===== config.mk =====
export PLATFORM = sky130hd
export DESIGN_NAME = coef_access_ctrl
export DESIGN_NICKNAME = d
export VERILOG_FILES = /design/src/rtl/fir_pkg.sv /design/src/rtl/coef_addr_decode.sv /design/src/rtl/coef_access_ctrl.sv
export SDC_FILE = /design/constraint.sdc
export NUM_CORES = 1
export LEC_CHECK = 0
export CAP_MARGIN = 20
export CORE_UTILIZATION = 45
export CTS_BUF_LIST = sky130_fd_sc_hd__clkbuf_4 sky130_fd_sc_hd__clkbuf_8
export CTS_CLUSTER_DIAMETER = 80
export DETAILED_ROUTE_END_ITERATION = 7
export GPL_ROUTABILITY_DRIVEN = 1
export GPL_TIMING_DRIVEN = 0
export PLACE_DENSITY = 0.81
export SLEW_MARGIN = 25
export SYNTH_ARGS = -nofsm -noshare
export SYNTH_HDL_FRONTEND = slang
export SYNTH_HIERARCHICAL = 1
export SYNTH_SLANG_ARGS = --single-unit
export TNS_END_PERCENT = 10

===== constraint.sdc =====
create_clock -name iClk_12M -period 1.63 [get_ports iClk_12M]
set_input_delay 0.326 -clock iClk_12M [delete_from_list [all_inputs] [get_ports iClk_12M]]
set_output_delay 0.326 -clock iClk_12M [all_outputs]
set_load 0.01 [all_outputs]

===== src/rtl/fir_pkg.sv =====
// fir_pkg: constants shared across the FIR datapath plus the coefficient
// access controller's state encoding and bank-select width helper.
package fir_pkg;

   localparam int DEF_NUM_BANK   = 4;
   localparam int DEF_BANK_AW    = 4;
   localparam int DEF_TAPS       = 16;

   // One 600 kHz sample period at 12 MHz, and the fixed sweep cost beyond TAPS
   localparam int FRAME_BUDGET   = 20;
   localparam int FRAME_OVERHEAD = 4;

   typedef enum logic [2:0] {
      ST_IDLE  = 3'd0,
      ST_SHIFT = 3'd1,
      ST_READ  = 3'd2,
      ST_DONE  = 3'd3,
      ST_HOST  = 3'd4
   } coef_state_t;

   function automatic int bsel_width(input int numBank);
      return (numBank > 1) ? $clog2(numBank) : 1;
   endfunction

endpackage


===== src/rtl/coef_addr_decode.sv =====
// coef_addr_decode: turns the host bank-select field into a one-hot bank
// select and flags bank numbers that do not exist.
module coef_addr_decode
   import fir_pkg::*;
#(
   parameter int NUM_BANK = DEF_NUM_BANK,
   parameter int BSEL_W   = bsel_width(DEF_NUM_BANK)
) (
   input  logic [BSEL_W-1:0]   iBank,
   output logic [NUM_BANK-1:0] oSel,
   output logic                oOutOfRange
);

   always_comb begin
      oSel = '0;
      for (int b = 0; b < NUM_BANK; b++) begin
         if (iBank == BSEL_W'(b)) begin
            oSel[b] = 1'b1;
         end
      end
      oOutOfRange = (32'(iBank) >= NUM_BANK);
   end

endmodule


===== src/rtl/coef_access_ctrl.sv =====
// coef_access_ctrl: shares the coefficient RAM banks between host updates and
// the per-sample tap sweep, and sequences the delay-line shift and MAC strobes.
module coef_access_ctrl
   import fir_pkg::*;
#(
   parameter int NUM_BANK = DEF_NUM_BANK,
   parameter int BANK_AW  = DEF_BANK_AW,
   parameter int TAPS     = DEF_TAPS,
   parameter int BSEL_W   = bsel_width(NUM_BANK)
) (
   input  logic                      iClk_12M,
   input  logic                      iRsn,
   input  logic                      iEnSample600k,
   input  logic                      iUpdateReq,
   output logic                      oUpdateAck,
   input  logic [BSEL_W+BANK_AW-1:0] iAddr,
   input  logic                      iCsn,
   input  logic                      iWrn,
   output logic [NUM_BANK-1:0]       oCsn,
   output logic [NUM_BANK-1:0]       oWrn,
   output logic [BANK_AW-1:0]        oAddr,
   output logic                      oEnDelay,
   output logic                      oRdValid,
   output logic [BANK_AW-1:0]        oTapIdx,
   output logic                      oEnOut,
   output logic                      oOverrun,
   output logic                      oSampleDrop,
   output logic                      oHostErr
);

   localparam logic [BANK_AW-1:0] LAST_TAP = BANK_AW'(TAPS - 1);

   coef_state_t r_state, w_stateNext;

   logic [NUM_BANK-1:0] r_csn, w_csnNext;
   logic [BANK_AW-1:0]  r_addr, w_addrNext;
   logic [BANK_AW-1:0]  r_tapIdx, w_tapIdxNext;
   logic                r_enDelay, w_enDelayNext;
   logic                r_rdValid, w_rdValidNext;
   logic                r_enOut, w_enOutNext;
   logic                r_overrun, w_overrunNext;
   logic                r_sampleDrop, w_sampleDropNext;
   logic                r_hostErr, w_hostErrNext;
   logic                r_updateAck, w_updateAckNext;

   logic [NUM_BANK-1:0] w_bankSel;
   logic                w_bankOor;
   logic                w_hostMode;

   coef_addr_decode #(
      .NUM_BANK (NUM_BANK),
      .BSEL_W   (BSEL_W)
   ) u_decode (
      .iBank       (iAddr[BANK_AW +: BSEL_W]),
      .oSel        (w_bankSel),
      .oOutOfRange (w_bankOor)
   );

   assign w_hostMode = (r_state == ST_HOST);

   // The tap counter doubles as the RAM word address during READ.
   // DONE spans the last read-data cycle and then the oEnOut cycle.
   always_comb begin
      w_stateNext      = r_state;
      w_csnNext        = '1;
      w_addrNext       = r_addr;
      w_enDelayNext    = 1'b0;
      w_enOutNext      = 1'b0;
      w_overrunNext    = 1'b0;
      w_sampleDropNext = 1'b0;
      w_updateAckNext  = 1'b0;

      case (r_state)
         ST_IDLE: begin
            if (iEnSample600k) begin
               w_stateNext   = ST_SHIFT;
               w_enDelayNext = 1'b1;
            end else if (iUpdateReq) begin
               w_stateNext     = ST_HOST;
               w_updateAckNext = 1'b1;
            end
         end
         ST_SHIFT: begin
            w_overrunNext = iEnSample600k;
            w_stateNext   = ST_READ;
            w_csnNext     = '0;
            w_addrNext    = '0;
         end
         ST_READ: begin
            w_overrunNext = iEnSample600k;
            if (r_addr == LAST_TAP) begin
               w_stateNext = ST_DONE;
            end else begin
               w_csnNext  = '0;
               w_addrNext = r_addr + 1'b1;
            end
         end
         ST_DONE: begin
            w_overrunNext = iEnSample600k;
            if (r_rdValid) begin
               w_enOutNext = 1'b1;
            end else begin
               w_stateNext = ST_IDLE;
            end
         end
         ST_HOST: begin
            w_sampleDropNext = iEnSample600k;
            if (!iUpdateReq && iCsn) begin
               w_stateNext = ST_IDLE;
            end else begin
               w_updateAckNext = 1'b1;
            end
         end
         default: begin
            w_stateNext = ST_IDLE;
         end
      endcase
   end

   // Read data lags the address by one cycle through the synchronous RAM.
   always_comb begin
      w_rdValidNext = (r_state == ST_READ);
      w_tapIdxNext  = (r_state == ST_READ) ? r_addr : r_tapIdx;
      w_hostErrNext = ~iCsn & (~w_hostMode | w_bankOor);
   end

   always_ff @(posedge iClk_12M or negedge iRsn) begin
      if (!iRsn) begin
         r_state      <= ST_IDLE;
         r_csn        <= '1;
         r_addr       <= '0;
         r_tapIdx     <= '0;
         r_enDelay    <= 1'b0;
         r_rdValid    <= 1'b0;
         r_enOut      <= 1'b0;
         r_overrun    <= 1'b0;
         r_sampleDrop <= 1'b0;
         r_hostErr    <= 1'b0;
         r_updateAck  <= 1'b0;
      end else begin
         r_state      <= w_stateNext;
         r_csn        <= w_csnNext;
         r_addr       <= w_addrNext;
         r_tapIdx     <= w_tapIdxNext;
         r_enDelay    <= w_enDelayNext;
         r_rdValid    <= w_rdValidNext;
         r_enOut      <= w_enOutNext;
         r_overrun    <= w_overrunNext;
         r_sampleDrop <= w_sampleDropNext;
         r_hostErr    <= w_hostErrNext;
         r_updateAck  <= w_updateAckNext;
      end
   end

   // Host accesses bypass the registers so RAM writes see the bus directly.
   always_comb begin
      oCsn  = r_csn;
      oWrn  = '1;
      oAddr = r_addr;
      if (w_hostMode) begin
         oCsn  = ~(w_bankSel & {NUM_BANK{~iCsn}});
         oWrn  = ~(w_bankSel & {NUM_BANK{~iWrn}});
         oAddr = iAddr[BANK_AW-1:0];
      end
   end

   assign oUpdateAck  = r_updateAck;
   assign oEnDelay    = r_enDelay;
   assign oRdValid    = r_rdValid;
   assign oTapIdx     = r_tapIdx;
   assign oEnOut      = r_enOut;
   assign oOverrun    = r_overrun;
   assign oSampleDrop = r_sampleDrop;
   assign oHostErr    = r_hostErr;

endmodule


# Yosys cells after proc, flatten, opt, wreduce, memory -nomap -nowiden
# Cells that the tools add are included.
[totals] input_bits=12 ff_bits=22 word_cells=68 out_inout_bits=23
[classes] add_sub_neg=1 n_eq_ne=13 reduce_logical=8 bitwise=8 mux=27
[op_table] operator="$mux W4" count=5
[op_table] operator="$pmux W4 S2" count=2
[op_table] operator="$mux W3" count=5
[op_table] operator="$pmux W3 S5" count=1
[op_table] operator="$mux W1" count=13
[op_table] operator="$and A4 B4 Y4" count=2
[op_table] operator="$not A4 Y4" count=2
[op_table] operator="$eq A3 B2 Y1 const B" count=2
[op_table] operator="$add A4 B1 Y4 const B" count=1
[op_table] operator="$eq A2 B2 Y1 const B" count=2
[op_table] operator="$eq A4 B4 Y1 const B" count=1
[op_table] operator="$ne A2 B1 Y1 const B" count=2
[op_table] operator="$ne A2 B2 Y1 const B" count=2
[op_table] operator="$reduce_and A4 Y1" count=1
[op_table] operator="$eq A3 B1 Y1 const B" count=1
[op_table] operator="$eq A3 B3 Y1 const B" count=1
[op_table] operator="$logic_not A3 Y1" count=1
[op_table] operator="$ne A3 B3 Y1 const B" count=1
[op_table] operator="$not A1 Y1" count=3
[op_table] operator="$reduce_or A3 Y1" count=1
[op_table] operator="$eq A2 B1 Y1 const B" count=1
[op_table] operator="$logic_not A2 Y1" count=1
[op_table] operator="$pmux W1 S2" count=1
[op_table] operator="$reduce_and A2 Y1" count=1
[op_table] operator="other kinds (4)" count=4

# Logic depth before layout (Yosys ltp)
# Gate-level depths: netlist (run 1).
[logic_depth] word_depth=5 ltp_mapped=4 mapped_depth_nobuf=4

# By module
# The synthesis (run 1) kept the hierarchy.
[modules_own_cells] module="coef_access_ctrl" area_each_um2=910.9 seq_area_each_um2=476.7 cells_each=87 n_inst=1
[modules_own_cells] module="coef_addr_decode" area_each_um2=37.5 seq_area_each_um2=0.0 cells_each=6 n_inst=1

# Worst setup path before layout (run 1)
# No wires, ideal clock.
[synth_timing] path_type="reg-to-output" startpoint="register r_state[0]" endpoint="output port oCsn[0]" path_stages_with_launch=5 arrival_time_ps=1234 n_path_buf=1 required_ps=1304 setup_slack_ps=70 path_cell_list="dfrtp_1 > or3b_1 > buf_2 > nor2_1 > a21oi_1"
[synth_via] elab_chain_cells=2
[synth_rtl] element="start, declared" line_no="coef_access_ctrl.sv:33" text="coef_state_t r_state, w_stateNext;"
[synth_rtl] element="start signal, assigned" line_no="coef_access_ctrl.sv:141" text="r_state <= w_stateNext;"
[synth_rtl] element="$eq A3 B3 Y1" line_no="coef_access_ctrl.sv:59" text="assign w_hostMode = (r_state == ST_HOST);"
[synth_rtl] element="$mux W4" line_no="coef_access_ctrl.sv:160" text="if (w_hostMode) begin"
[synth_rtl] element="end, declared" line_no="coef_access_ctrl.sv:19" text="output logic [NUM_BANK-1:0] oCsn,"
# No other way between the ends.

# Worst setup path after layout (run 1)
[layout_timing] startpoint="register r_state[1]" endpoint="output port oAddr[1]"
[layout_via] elab_chain_cells=2
[layout_rtl] element="$eq A3 B3 Y1" line_no="coef_access_ctrl.sv:59"
[layout_rtl] element="$mux W4" line_no="coef_access_ctrl.sv:160"
[layout_rtl] element="end, declared" line_no="coef_access_ctrl.sv:21" text="output logic [BANK_AW-1:0] oAddr,"
# No other way between the ends.

==> results.sh, run 1 <==
export IMPL_status="finished with violations"
export IMPL_failed_checks="setup timing"
export IMPL_synth_edf_count=0
export IMPL_ys_warn_count=6
export IMPL_hpwl_um=1590
export IMPL_htreeDepth=1
export IMPL_finalWorstSetupSlack_ns=-0.322
export IMPL_muxShareOfSynthArea=0.0950
export IMPL_vias=867
export IMPL_final_antenna_net_count=0
export IMPL_worst_slew_pin_slew_ns=0.840
export IMPL_groute_usage_overall=0.224
export IMPL_layout_min_cycle_time_ns=1.95
export IMPL_power_density_nw_per_um2=1800
export IMPL_synth_top_cells_by_area="dfrtp_1 (47%), mux2_2 (9.5%), a21oi_1 (5.8%)"
export IMPL_die_w_um=47.9
export IMPL_hold_viol_final=0
export IMPL_cts_buffers=3
export IMPL_grt_pass1_vias=807
export IMPL_synth_commonest_cells="dfrtp_1 (18), a21oi_1 (11), mux2_2 (8), nor2_1 (8), nand2_1 (6)"
export IMPL_power_frac_seq=0.331
export IMPL_drive_above_1_share=0.333
export IMPL_p_comb_frac=0.569
export IMPL_grt_pass1_wl_um=3440
export IMPL_slew_headroom=0.438
export IMPL_synth_compound_area_share=0.109
export IMPL_syn2layout_area_growth_pct=47.1
export IMPL_switchingPower_uw=988
export IMPL_p_sw_frac=0.393
export IMPL_n_antenna_cell=0
export IMPL_clock_sinks=19
export IMPL_rr_endpoint="oTapIdx[3]"
export IMPL_io_buffers=34
export IMPL_synth_xor_area_frac=0
export IMPL_wire_per_inst_um=14.7
export IMPL_die_area_um2=2300
export IMPL_antenna_found_initial=0
export IMPL_root_buffer="clkbuf_4"
export IMPL_synth_area_um2=948
export IMPL_skew_ns=0.00922
export IMPL_drv_slew=0
export IMPL_worstReg2RegStart="r_state[0]"
export IMPL_dp_cells=154
export IMPL_clkLatencyLatePin_ns=0.31
export IMPL_reg2reg_depth=4
export IMPL_ys_types=32
export IMPL_dr_first_iter_drc_count=12
export IMPL_setup_violations=12
export IMPL_ys_ff_latch=19
export IMPL_synth_fp_nets=106
export IMPL_clkTransAtPathRegs_ns=0.12
export IMPL_drc=0
export IMPL_nets=149
export IMPL_leakage_nw=0.585
export IMPL_endpoint_kind="output port"
export IMPL_rows=16
export IMPL_start_kind="register"
export IMPL_synth_async_reset_ratio=1.00
export IMPL_pin_count=35
export IMPL_hold_class="input port to async pin"
export IMPL_first_pass_iters=4
export IMPL_criticalPathCategory="register to output port"
export IMPL_cts_tree="done"
export IMPL_cp_arrival_ns=1.63
export IMPL_final_cells=162
export IMPL_ys_flop_type="dfrtp_1"
export IMPL_synth_area_per_cell_um2=10.2
export IMPL_synthSimpleGateAreaFrac=0.243
export IMPL_grt_overflow=0
export IMPL_via_per_inst=5.35
export IMPL_synth_area_leader_cell="dfrtp_1"
export IMPL_syn_inst=93
export IMPL_yosysTopAreaCellShare=0.475
export IMPL_globalplace_congestion=0.818
export IMPL_fmax_ghz=0.512
export IMPL_grt_start_max_net_pins=20
export IMPL_peakVddDrop_mv=1.19
export IMPL_fin_crit_sh=1.20
export IMPL_clkPwrFrac=0.100
export IMPL_synth_seq_area_share=0.503
export IMPL_synth_adder_area_share=0.0132
export IMPL_cap_violations=0
export IMPL_fp_dieH_um=47.9
export IMPL_cp_required_ns=1.30
export IMPL_initial_core_util=0.483
export IMPL_synth_top_family_by_area="simple AND/OR/NAND/NOR gates"
export IMPL_cts_buffer_depth=2
export IMPL_routed_wl_um=2390
export IMPL_hold_slack_ns=0.483
export IMPL_r2r_setup_slack_ns=0.02
export IMPL_rsz0062_at_grt="true"
export IMPL_crit_fanout=7
export IMPL_power_internal_mw=1.52
export IMPL_synth_most_common_cell="dfrtp_1"
export IMPL_core_area_um2=1960
## placed cells by master, fill, tap and decap left out, drive strengths merged
master	netlist	final
and2b	1	1
nand2b	1	1
and2	1	1
ha	1	1
nand4b	1	1
dfrtp	18	18
a211oi	2	2
a31oi	1	1
clkinvlp	0	1
nor4bb	1	1
clkbuf	3	6
a21oi	11	11
and4b	1	1
and3	3	3
or3b	2	2
dfstp	1	1
nor3b	3	3
conb	1	1
inv	2	2
and4	1	1
nand3	2	2
clkdlybuf4s50	0	22
buf	2	18
o21ai	2	2
nor2b	3	3
nor2	8	8
o211ai	1	1
a211o	1	1
nor3	5	5
nand2	6	6
mux2	8	8
## power by group through the flow
stage	registers, mW	clock network [mW]	logic [mW]
floorplan	0.848	0	0.678
global placement	0.831	0	1.25
detailed placement	0.844	0	1.27
CTS	0.811	0.257	1.40
global route	0.858	0.281	1.55
finish	0.831	0.252	1.43
## cell families after synthesis
family,Yosys count
other cells,1
simple gates,39
mux,8
flops,19
compound gates,18
fa+ha+maj,1
buf+inv,7
## how the worst max path moves through the flow
stage	start	end	slack, ns	cells past startpoint
2_1_floorplan	r_state[0]	oCsn[0]	0.07	4
3_3_place_gp	r_state[0]	oCsn[3]	-0.46	5
3_5_place_dp	r_state[0]	oCsn[0]	-0.51	5
4_1_cts	r_state[1]	oAddr[1]	-0.36	4
5_1_grt	r_state[0]	oCsn[0]	-0.39	5
6_report	r_state[1]	oAddr[1]	-0.32	3
## sequential cells by signal, summed over array words and instances, names as in the netlist
register,count
oTapIdx,4
r_addr,4
r_state,3
oEnDelay,1
oEnOut,1
oHostErr,1
oOverrun,1
oRdValid,1
oSampleDrop,1
oUpdateAck,1
r_csn,1
## area by class of cell
type	count	area (µm²)
fill	155	567
buffer	4	18.8
multi-input combinational	67	484
inverter	2	7.51
tap	27	33.8
sequential	19	480
clock inverter	1	7.51
timing repair buffer	39	340
clock buffer	3	22.5
## critical path, cell delays in order (launching register included)
cell     delay (ns)
dfrtp_1        0.41
or3b_4         0.48
mux2_2         0.31
buf_6          0.12
## repair_timing
| action | in CTS | in global routing |
|---|---|---|
| gates cloned | 0 | 0 |
| setup buffers | 5 | 0 |
| pin swaps | 7 | 2 |
| resized for setup | 62 | 5 |
| hold buffers | 0 | 0 |
| endpoints found under the setup margin | 13 | 19 |
## layer usage
layer	up-vias	GRT usage	routed length (µm)	share of wire
met4	0	0.128	48	0.020
met2	35	0.362	1180	0.49
met3	6	0.0528	154	0.065
met1	412	0.274	1000	0.42
li1	414	-	-	-
met5	-	0	0	0
## stage by stage
stage	worst slack, ns	instance area [µm²]	util	setup TNS [ns]	power (mW)
after floorplan	0.0703	948	-	0	1.53
after detailed placement	-0.507	1320	0.674	-5.48	2.12
after CTS	-0.357	1390	0.707	-3.74	2.47
after global routing	-0.389	1400	0.711	-4.35	2.69
after global placement	-0.461	1320	0.674	-5.28	2.08
final	-0.322	1400	0.711	-3.31	2.51
Power figures use the tool's default switching activity.
==> run 2, diff against run 1 <==
Settings changed: CORE_MARGIN from default to 5, GPL_ROUTABILITY_DRIVEN 1 to default, REMOVE_ABC_BUFFERS from default to 1.
==> run 2 against run 1 <==
Against the previous run:
- the run still ends with setup timing left
- sequential share of layout area shrank 0.55 points
- flip-flop and latch count is the same
- clock skew shrank 0.0083 ns
- die area grew 36%
- wire length shrank 1.6%
- maximum frequency shrank 3.7%
- global-route usage shrank 6.3 points
- hold slack gained 0.028 ns
- critical path depth grew 1
- core utilization grew 0.61 points
- combinational power is essentially flat
- final cell count grew 0.62%
- highest routed layer unchanged
==> results.sh, run 2 (synthesis gave the netlist of run 1 again) <==
export IMPL_rsz0062_at_grt="true"
export IMPL_path_cells="or3b_4, buf_6, mux2_2, buf_6"
export IMPL_final_cells=163
export IMPL_rows=16
export IMPL_crit_fanout=6
export IMPL_slowest_delay_ns=0.46
export IMPL_antenna_found_initial=0
export IMPL_io_buffers=34
export IMPL_power_density_nw_per_um2=1790
export IMPL_met3_length_um=184
export IMPL_final_area_um2=1420
export IMPL_hold_viol_final=0
export IMPL_final_common_cell="clkdlybuf4s50_1"
export IMPL_drc=0
export IMPL_core_area_um2=1980
export IMPL_via_per_inst=5.40
export IMPL_criticalPathCategory="register to output port"
export IMPL_leakage_nw=0.604
export IMPL_dp_worst_setup_slack_ns=-0.699
export IMPL_nets=150
export IMPL_failed_checks="setup timing"
export IMPL_fmax_ghz=0.493
export IMPL_syn2layout_area_growth_pct=49.9
export IMPL_drv_slew=0
export IMPL_power_mw=2.54
export IMPL_cp_num_buf_inv=2
export IMPL_vias=880
export IMPL_finalWorstSetupSlack_ns=-0.398
export IMPL_dr_first_iter_drc_count=20
export IMPL_cts_buffer_depth=2
export IMPL_grt_overflow=0
export IMPL_cpLargestDelayFamily="simple AND/OR/NAND/NOR gates"
export IMPL_htreeDepth=1
export IMPL_setup_violations=12
export IMPL_cp_required_ns=1.30
export IMPL_first_pass_iters=4
export IMPL_wl_met2_um=1200
export IMPL_hold_buffers=0
export IMPL_endpoint_kind="output port"
export IMPL_die_area_um2=3130
export IMPL_initial_core_util=0.479
export IMPL_clkTransAtPathRegs_ns=0.10
export IMPL_layout_min_cycle_time_ns=2.03
export IMPL_cp_arrival_ns=1.70
export IMPL_grt_start_max_net_pins=20
export IMPL_status="finished with violations"
export IMPL_worst_slew_pin_slew_ns=0.834
export IMPL_dr_max_layer_used="met4"
export IMPL_cap_violations=0
export IMPL_root_buffer="clkbuf_4"
export IMPL_clkLatencyLatePin_ns=0.28
export IMPL_drive_above_1_share=0.353
export IMPL_pin_count=35
export IMPL_crit_top_cell="buf_6"
export IMPL_fin_crit_sh=1.24
export IMPL_slew_headroom=0.442
export IMPL_grt_pass1_wl_um=4200
export IMPL_groute_usage_overall=0.161
export IMPL_peakVddDrop_mv=1.19
export IMPL_clock_sinks=19
export IMPL_cp_slowest_cell="or3b_4"
export IMPL_place_area_um2=1300
export IMPL_routed_wl_um=2350
export IMPL_met1_length_um=948
export IMPL_cts_buffers=3
export IMPL_skew_ns=0.000900
export IMPL_globalplace_congestion=0.764
export IMPL_fp_dieH_um=55.9
export IMPL_hold_class="input port to async pin"
export IMPL_final_antenna_net_count=0
export IMPL_wire_per_inst_um=14.4
export IMPL_die_w_um=55.9
export IMPL_n_antenna_cell=0
export IMPL_cts_tree="done"
export IMPL_start_kind="register"
export IMPL_hpwl_um=1640
export IMPL_most_common_layout_cells="clkdlybuf4s50_1 (22), dfrtp_1 (14), a21oi_1 (11), buf_2 (9), mux2_2 (8)"
export IMPL_grt_pass1_vias=945
export IMPL_dp_cells=149
[run 2: cell count changes in the layout (fill, tap and decap cells not counted), sizes merged]
cell,change
clkinvlp,-1
clkbuf,-2
dlygate4sd2,+1
buf,+3
[run 2: path summary, 6_finish.rpt]
path	startpoint	endpoint	slack, ns	cells past startpoint
max	r_state[1]	oAddr[1]	-0.40	4
min	iRsn	oHostErr	0.51	1
max reg2reg	r_state[0]	oTapIdx[2]	0.03	4
min reg2reg	oTapIdx[0]	oTapIdx[0]	0.52	1
max in group asynchronous	iRsn	r_addr[0]	0.56	1
min in group iClk_12M	oTapIdx[0]	oTapIdx[0]	0.52	1
[run 2: where the power goes]
part	switching [mW]	leakage [nW]	internal, mW	total [mW]
combinational	0.675	0.350	0.789	1.46
clock	0.134	0.0184	0.112	0.246
sequential	0.153	0.236	0.675	0.828
[run 2: cell type report]
class	count	area (µm²)
Clock buffer	4	30.0
Fill cell	149	561
Inverter	2	7.51
Multi-Input combinational cell	67	482
Sequential cell	19	482
Tap cell	27	33.8
Timing Repair Buffer	44	387
[run 2: through the flow]
step	util	hold slack, ns	TNS, ns
5_1_grt	0.717	0.551	-5.03
3_5_place_dp	0.655	0.498	-8.62
2_1_floorplan	-	0.0304	-0.168
3_3_place_gp	0.655	0.493	-8.23
4_1_cts	0.706	0.525	-3.85
6_report	0.717	0.510	-3.81
[run 2: worst register-to-register path: stages, from the launching register on]
cell,delay [ns]
dfrtp_2,0.42
buf_4,0.14
buf_6,0.14
nor3b_4,0.41
mux2_2,0.39
[run 2: repair_timing]
item	CTS	global route
resized for setup	59	5
pin swaps	2	2
buffers inserted	10	0
endpoints found under the setup margin	20	20
[run 2: routing by layer]
layer	vias to the layer above	track usage
met1	428	0.204
li1	412	-
met4	0	0.0475
met3	4	0.0418
met5	-	0
met2	36	0.270
